===== config.mk =====
export PLATFORM = sky130hd
export DESIGN_NAME = svo_fb_reader_flat
export DESIGN_NICKNAME = d
export VERILOG_FILES = /design/src/rtl/svo_fb_reader_if.sv /design/src/rtl/svo_fb_reader.sv /design/src/flat_wrapper.sv
export SDC_FILE = /design/constraint.sdc
export NUM_CORES = 1
export LEC_CHECK = 0
export ABC_AREA = 1
export CORE_UTILIZATION = 56
export DETAILED_ROUTE_END_ITERATION = 10
export GPL_ROUTABILITY_DRIVEN = 0
export MAX_ROUTING_LAYER = met4
export PLACE_DENSITY = 0.84
export SYNTH_ARGS = -nofsm -noshare
export SYNTH_HDL_FRONTEND = slang
export SYNTH_SLANG_ARGS = --single-unit

===== constraint.sdc =====
create_clock -name clk -period 8.1 [get_ports clk]
set_clock_uncertainty 0.1 [all_clocks]
set_input_delay 1.62 -clock clk [delete_from_list [all_inputs] [get_ports clk]]
set_output_delay 1.62 -clock clk [all_outputs]
set_load 0.005 [all_outputs]

===== src/rtl/svo_fb_reader_if.sv =====
// Bus bundle for the framebuffer reader: memory read port plus pixel stream.
//
// Handshakes:
//   Memory request: a read is issued in a cycle where mem_req & mem_gnt.
//     mem_addr holds steady while mem_req is high and mem_gnt is low.
//     Read data returns on mem_rvalid, in the order the reads were issued.
//     There is no backpressure on responses.
//   Pixel stream: a pixel transfers in a cycle where
//     out_axis_tvalid & out_axis_tready. tdata/tuser are stable while
//     tvalid is high and tready is low.
interface svo_fb_reader_if #(
    parameter int ADDR_W = 24
);
    logic              mem_req;
    logic [ADDR_W-1:0] mem_addr;
    logic              mem_gnt;
    logic              mem_rvalid;
    logic [23:0]       mem_rdata;
    logic              out_axis_tvalid;
    logic              out_axis_tready;
    logic [23:0]       out_axis_tdata;
    logic              out_axis_tuser;

    // Reader side.
    modport master (
        output mem_req, mem_addr,
        input  mem_gnt, mem_rvalid, mem_rdata,
        output out_axis_tvalid, out_axis_tdata, out_axis_tuser,
        input  out_axis_tready
    );

    // Memory and pixel-consumer side.
    modport slave (
        input  mem_req, mem_addr,
        output mem_gnt, mem_rvalid, mem_rdata,
        input  out_axis_tvalid, out_axis_tdata, out_axis_tuser,
        output out_axis_tready
    );
endinterface


===== src/rtl/svo_fb_reader.sv =====
// Framebuffer reader: walks the frame in raster order, issues one word read
// per pixel and streams the returned pixels out, tagging the frame's first
// pixel with tuser. Read issue is credit-limited so that every outstanding
// read is guaranteed a slot in the pixel FIFO.
module svo_fb_reader #(
    parameter int                H_RES      = 1024,
    parameter int                V_RES      = 600,
    parameter int                ADDR_W     = 24,
    parameter logic [ADDR_W-1:0] BASE_ADDR  = '0,
    parameter int                FIFO_DEPTH = 16
) (
    input  logic                clk,
    input  logic                resetn,
    input  logic                enable,
    input  logic                clr_underflow,
    svo_fb_reader_if.master     bus,
    output logic                underflow,
    output logic                busy,
    output logic [1:0]          dbg_state
);
    localparam int PTR_W = $clog2(FIFO_DEPTH);
    localparam int CNT_W = PTR_W + 1;
    localparam int COL_W = (H_RES > 1) ? $clog2(H_RES) : 1;
    localparam int ROW_W = (V_RES > 1) ? $clog2(V_RES) : 1;
    localparam logic [COL_W-1:0] COL_LAST = COL_W'(H_RES - 1);
    localparam logic [ROW_W-1:0] ROW_LAST = ROW_W'(V_RES - 1);
    localparam logic [CNT_W:0]   CREDITS  = (CNT_W + 1)'(FIFO_DEPTH);

    typedef enum logic [1:0] {
        ST_IDLE  = 2'd0,
        ST_RUN   = 2'd1,
        ST_DRAIN = 2'd2
    } state_t;

    state_t            state, state_next;
    logic [ADDR_W-1:0] addr;
    logic [COL_W-1:0]  col;
    logic [ROW_W-1:0]  row;
    logic [CNT_W-1:0]  outstanding;
    logic              tag_mem [FIFO_DEPTH];
    logic [PTR_W-1:0]  tq_wr, tq_rd;
    logic [24:0]       fifo_mem [FIFO_DEPTH];
    logic [PTR_W-1:0]  f_wr, f_rd;
    logic [CNT_W-1:0]  f_cnt;
    logic              sent_any;

    logic              issue, rsp, push, pop, start, flush;
    logic              frame_start, last_pix, tvalid, uf_set;
    logic [CNT_W:0]    in_use;
    logic [24:0]       head;

    // A response only counts when a read is actually in flight, so stray
    // rvalids after a reset are ignored. Responses in DRAIN are dropped.
    assign issue       = bus.mem_req & bus.mem_gnt;
    assign rsp         = bus.mem_rvalid & (outstanding != '0);
    assign push        = rsp & (state == ST_RUN);
    assign pop         = tvalid & bus.out_axis_tready;
    assign start       = (state == ST_IDLE) & enable;
    assign flush       = (state == ST_DRAIN) & (state_next == ST_IDLE);
    assign frame_start = (col == '0) & (row == '0);
    assign last_pix    = (col == COL_LAST) & (row == ROW_LAST);
    assign in_use      = {1'b0, f_cnt} + {1'b0, outstanding};
    assign head        = fifo_mem[f_rd];
    assign tvalid      = (state == ST_RUN) & (f_cnt != '0);
    assign uf_set      = (state == ST_RUN) & bus.out_axis_tready
                         & (f_cnt == '0) & sent_any;

    // Outputs are gated so that reset and idle show zeros, not stale FIFO data.
    assign bus.mem_req         = (state == ST_RUN) & (in_use < CREDITS);
    assign bus.mem_addr        = addr;
    assign bus.out_axis_tvalid = tvalid;
    assign bus.out_axis_tdata  = tvalid ? head[23:0] : 24'd0;
    assign bus.out_axis_tuser  = tvalid ? head[24] : 1'b0;
    assign busy                = (state != ST_IDLE);
    assign dbg_state           = state;

    // Next-state logic. DRAIN leaves as soon as the last in-flight read
    // returns (the final response is accepted on the transition edge).
    always_comb begin
        state_next = state;
        case (state)
            ST_IDLE:  if (enable) state_next = ST_RUN;
            ST_RUN:   if (!enable) state_next = ST_DRAIN;
            ST_DRAIN: if ((outstanding == '0) ||
                          ((outstanding == CNT_W'(1)) && rsp))
                          state_next = ST_IDLE;
            default:  state_next = ST_IDLE;
        endcase
    end

    // State register.
    always_ff @(posedge clk or negedge resetn) begin
        if (!resetn) state <= ST_IDLE;
        else         state <= state_next;
    end

    // Raster position and read address; wraps to the frame origin after the
    // last pixel of the frame is issued.
    always_ff @(posedge clk or negedge resetn) begin
        if (!resetn) begin
            addr <= BASE_ADDR;
            col  <= '0;
            row  <= '0;
        end else if (start || (issue && last_pix)) begin
            addr <= BASE_ADDR;
            col  <= '0;
            row  <= '0;
        end else if (issue) begin
            addr <= addr + ADDR_W'(1);
            if (col == COL_LAST) begin
                col <= '0;
                row <= row + ROW_W'(1);
            end else begin
                col <= col + COL_W'(1);
            end
        end
    end

    // In-flight read count and tag-queue pointers.
    always_ff @(posedge clk or negedge resetn) begin
        if (!resetn) begin
            outstanding <= '0;
            tq_wr       <= '0;
            tq_rd       <= '0;
        end else begin
            case ({issue, rsp})
                2'b10:   outstanding <= outstanding + CNT_W'(1);
                2'b01:   outstanding <= outstanding - CNT_W'(1);
                default: outstanding <= outstanding;
            endcase
            if (start) begin
                tq_wr <= '0;
                tq_rd <= '0;
            end else begin
                if (issue) tq_wr <= tq_wr + PTR_W'(1);
                if (rsp)   tq_rd <= tq_rd + PTR_W'(1);
            end
        end
    end

    // Storage for tags and pixels; pointers alone define validity.
    always_ff @(posedge clk) begin
        if (issue) tag_mem[tq_wr] <= frame_start;
        if (push)  fifo_mem[f_wr] <= {tag_mem[tq_rd], bus.mem_rdata};
    end

    // Pixel FIFO pointers and occupancy; emptied when DRAIN finishes.
    always_ff @(posedge clk or negedge resetn) begin
        if (!resetn) begin
            f_wr  <= '0;
            f_rd  <= '0;
            f_cnt <= '0;
        end else if (flush) begin
            f_wr  <= '0;
            f_rd  <= '0;
            f_cnt <= '0;
        end else begin
            if (push) f_wr <= f_wr + PTR_W'(1);
            if (pop)  f_rd <= f_rd + PTR_W'(1);
            case ({push, pop})
                2'b10:   f_cnt <= f_cnt + CNT_W'(1);
                2'b01:   f_cnt <= f_cnt - CNT_W'(1);
                default: f_cnt <= f_cnt;
            endcase
        end
    end

    // Sticky underflow: armed only after the first pixel of this run went out.
    always_ff @(posedge clk or negedge resetn) begin
        if (!resetn) begin
            sent_any  <= 1'b0;
            underflow <= 1'b0;
        end else begin
            if (start)    sent_any <= 1'b0;
            else if (pop) sent_any <= 1'b1;
            if (uf_set)             underflow <= 1'b1;
            else if (clr_underflow) underflow <= 1'b0;
        end
    end
endmodule


===== src/flat_wrapper.sv =====
// flat-port wrapper written by rule: the top's interface ports become plain ports
module svo_fb_reader_flat 
#(
    parameter int                H_RES      = 1024,
    parameter int                V_RES      = 600,
    parameter int                ADDR_W     = 24,
    parameter logic [ADDR_W-1:0] BASE_ADDR  = '0,
    parameter int                FIFO_DEPTH = 16
)
  (clk, resetn, enable, clr_underflow, underflow, busy, dbg_state, bus_mem_req, bus_mem_addr, bus_mem_gnt, bus_mem_rvalid, bus_mem_rdata, bus_out_axis_tvalid, bus_out_axis_tdata, bus_out_axis_tuser, bus_out_axis_tready);
  svo_fb_reader_if #(.ADDR_W(ADDR_W)) bus_i ();
  input  logic clk;
  input  logic resetn;
  input  logic enable;
  input  logic clr_underflow;
  output logic underflow;
  output logic busy;
  output logic [1:0] dbg_state;
  output wire logic [$bits(bus_i.mem_req)-1:0] bus_mem_req;
  output wire logic [$bits(bus_i.mem_addr)-1:0] bus_mem_addr;
  input wire logic [$bits(bus_i.mem_gnt)-1:0] bus_mem_gnt;
  input wire logic [$bits(bus_i.mem_rvalid)-1:0] bus_mem_rvalid;
  input wire logic [$bits(bus_i.mem_rdata)-1:0] bus_mem_rdata;
  output wire logic [$bits(bus_i.out_axis_tvalid)-1:0] bus_out_axis_tvalid;
  output wire logic [$bits(bus_i.out_axis_tdata)-1:0] bus_out_axis_tdata;
  output wire logic [$bits(bus_i.out_axis_tuser)-1:0] bus_out_axis_tuser;
  input wire logic [$bits(bus_i.out_axis_tready)-1:0] bus_out_axis_tready;
  assign bus_mem_req = bus_i.mem_req;
  assign bus_mem_addr = bus_i.mem_addr;
  assign bus_i.mem_gnt = bus_mem_gnt;
  assign bus_i.mem_rvalid = bus_mem_rvalid;
  assign bus_i.mem_rdata = bus_mem_rdata;
  assign bus_out_axis_tvalid = bus_i.out_axis_tvalid;
  assign bus_out_axis_tdata = bus_i.out_axis_tdata;
  assign bus_out_axis_tuser = bus_i.out_axis_tuser;
  assign bus_i.out_axis_tready = bus_out_axis_tready;
  svo_fb_reader #(.H_RES(H_RES), .V_RES(V_RES), .ADDR_W(ADDR_W), .BASE_ADDR(BASE_ADDR), .FIFO_DEPTH(FIFO_DEPTH)) u_core (.clk(clk), .resetn(resetn), .enable(enable), .clr_underflow(clr_underflow), .bus(bus_i), .underflow(underflow), .busy(busy), .dbg_state(dbg_state));
endmodule

==> reports/summary.txt <==
STATUS
--------------------------------------------------------------------------------------------------
Outcome                                                                               finished clean

CLOCK TREE
--------------------------------------------------------------------------------------------------
Latest clock arrival within the worst-skew pair                                            0.58 ns
TritonCTS clock tree                                                                          done
Clock Tree Root                                                                          clkbuf_16
Number of gates resized after CTS                                                                0
Clock Sinks                                                                                    490
Largest buffer count on any clock path                                                           3
Post-CTS Hold Buffers                                                                            0
Post-CTS Setup Bufs                                                                              0
H-tree depth reported by CTS                                                                     2
Clock transition time at the flip-flop clock pins of the worst setup and hold paths        0.06 ns
Number of buffers inserted during clock tree synthesis                                          48

LOGIC SYNTHESIS
--------------------------------------------------------------------------------------------------
Mean instance size in the synthesized netlist                                            11.0 um^2
Cell type contributing the most total cell area after synthesis                           edfxtp_1
Top-area cell type share of the netlist area                                                 58.5%
Synth warnings                                                                                   0
Proportion of synthesized chip area in sequential cells                                      67.2%
Number of distinct library cells after synthesis                                                43
Number of synthesized register bits                                                            490
Cells after synthesis                                                                         1933
Post-synth net total                                                                          1993
Most area-consuming cells after synthesis                                             edfxtp_1, dfrtp_1, nor2_1, o21ai_0, nand2_1
Cell area after synthesis                                                               21300 um^2

STA
--------------------------------------------------------------------------------------------------
Fin. Hold Viols                                                                                  0
Slew HR                                                                                      24.3%
Setup_tns                                                                                     0 ns
Achievable Freq                                                                            179 MHz
Post-route fraction of the period consumed by the critical path                              68.9%
Unrepaired setup endpoints after global routing                                              false
Final critical-path required period                                                        5.58 ns
Transition time of the tightest slew-check pin                                             1.13 ns
Final setup violation count                                                                      0
Final slew viol count                                                                            0

FINISH
--------------------------------------------------------------------------------------------------
Post-synthesis to final-layout area growth                                                   12.9%
Most common cell after layout, fill and taps aside                                        edfxtp_1
Net count of the finished layout                                                              2054
Commonest cells after routing, fill and taps aside                                    edfxtp_1, nor2_1, nand2_1
Layout Utilization                                                                           64.1%
Share of cells above drive strength 1                                                        6.64%
Filler cell count in the final layout                                                         2707

GRT
--------------------------------------------------------------------------------------------------
Wire length of the first global-routing pass                                              75700 um
Global routing usage summed across all routing layers                                        25.8%
Gr ovfl total                                                                                    0
Pin count of the biggest net entering global routing                                           190
Vias in the first global route                                                               14500
Initial antenna violation count                                                                  1

DRT
--------------------------------------------------------------------------------------------------
Count of vias placed by the detailed router                                                  14900
WL/cell                                                                                    19.0 um
DRC errors left                                                                                  0
Post-DRT Antenna Nets                                                                            0
Pre-antenna DRT Iters                                                                            5
DRC violation total after the first TritonRoute iteration                                     1504
Post-detailed-routing wire length                                                         48300 um
Vias per cell                                                                                 5.87

FLOORPLANNING
--------------------------------------------------------------------------------------------------
Die Footprint                                                                           38900 um^2
Top-level I/O count                                                                             86
Chip height                                                                                 197 um
Area of the core                                                                        37600 um^2
Starting utilization of the core area                                                        56.8%
Chip Width                                                                                  197 um
Row cnt                                                                                         71

WORST SETUP PATH
--------------------------------------------------------------------------------------------------
Critical path required time                                                                6.38 ns
Capturing point of the worst reg2reg path                                             u_core.f_cnt[3]
Reg-to-Reg Start                                                                      u_core.outstanding[0]
End point of the critical path                                                        bus_out_axis_tuser
Critical path launch point type                                                               flop
Worst reg-to-reg path cell count                                                                14
Critical path startpoint                                                              u_core.f_rd[3]
Data arrival time of the critical path                                                     3.86 ns
Max Fanout on Critical Path                                                                     19
Slack of the worst reg-to-reg path                                                         5.21 ns
Crit. End Element                                                                     primary output
Type of the setup path with the least slack                                                reg2out

WORST HOLD PATH
--------------------------------------------------------------------------------------------------
HP Start                                                                              u_core.sent_any
Cell depth of the worst hold path                                                                2
Type of the worst min-delay path                                                           reg2reg

PWR
--------------------------------------------------------------------------------------------------
Static leakage power                                                                    0.00881 uW
Worst ir drop on vdd                                                                      0.237 mV
PD cells                                                                               298 nW/um^2

RUN
--------------------------------------------------------------------------------------------------
Number of maximum-capacitance constraint violations                                              0

PLACEMENT
--------------------------------------------------------------------------------------------------
# port buffers                                                                                  85
HPWL Detailed                                                                             26400 um

==> power breakdown <==
part,switching [uW],internal (uW)
Combinational,1200,639
Clock,936,1280
Sequential,188,2940
==> registers in the layout (all words and copies together) (netlist names) <==
name and cells:
u_core.bus.mem_addr 24, u_core.col 10, u_core.dbg_state 2, u_core.f_cnt 5, u_core.f_rd 4, u_core.f_wr 4, u_core.fifo_mem 400, u_core.outstanding 5
u_core.row 10, u_core.sent_any 1, u_core.tag_mem 16, u_core.tq_rd 4, u_core.tq_wr 4, u_core.underflow 1
==> worst max-delay path: stages, from the launching register on <==
cell and delay [ns]:
dfrtp_1 0.86, clkinv_1 0.81, buf_4 0.47, nand3_1 0.12, nand2_1 0.05, a21oi_1 0.37, clkdlybuf4s50_1 0.58
==> layout make-up <==
cell class                 count  area [um^2]  area share [%]
antenna                        1         2.50          0.0104
inverter                     101          387            1.60
timing repair buffer         110         1040            4.30
tap                          511          639            2.65
clock inverter                31          309            1.28
clock buffer                  59         1260            5.24
multi-input combinational   1243         6100            25.3
sequential                   490        14400            59.6
==> worst min path at each step <==
stage	slack, ns	end
5_1_grt	0.44	u_core.dbg_state[0]
6_report	0.41	u_core.sent_any
2_1_floorplan	0.36	u_core.row[9]
4_1_cts	0.41	u_core.dbg_state[0]
3_5_place_dp	0.40	u_core.sent_any
3_3_place_gp	0.38	u_core.sent_any
==> cells in the mapped netlist (all sizes together) <==
cell / count
dfrtp: 74
nor3: 8
nand3b: 7
o21a: 2
a31o: 1
o221ai: 16
a211oi: 1
xor2: 24
or2: 4
buf: 56
o21ai: 275
o22ai: 50
and2: 1
clkbuf: 43
ha: 28
nand2: 304
a21o: 6
nand3: 55
nor4: 3
inv: 100
xnor2: 7
nand4: 42
o211ai: 16
clkinv: 1
a21oi: 34
fa: 1
edfxtp: 416
o21bai: 4
nor2: 354
==> cell families after synthesis <==
family	count (synthesis)	synth area share, %
xor gates and xnor gates	31	1.27
DFF	490	67.2
adders and majority gates	29	1.74
buffers and inverters	200	4.38
AOI/OAI and AO/OA	405	10.4
and+or+nand+nor	778	15.0
==> layer usage <==
| layer | vias up | share of wire (%) | GRT usage, % | wire [um] |
|---|---|---|---|---|
| met5 | - | 0 | - | 0 |
| met4 | 0 | 2.8 | 9.70 | 1350 |
| met3 | 99 | 8.5 | 3.57 | 4110 |
| met2 | 753 | 49 | 42.0 | 23800 |
| met1 | 7191 | 39 | 33.2 | 19000 |
| li1 | 6903 | - | - | - |
==> through the flow <==
stage                     area [um^2]  power [uW]  hold slack (ns)  worst slack, ns  cells
after floorplan                 21300        4440            0.364             4.43   1933
after global routing            24100        7540            0.441             2.37   2546
after global placement          22500        4900            0.384             3.28   2455
after detailed placement        22500        4990            0.398             3.25   2455
final                           24100        7190            0.409             2.52   2546
after CTS                       24100        7200            0.411             2.58   2545
Power figures use the tool's default switching activity.
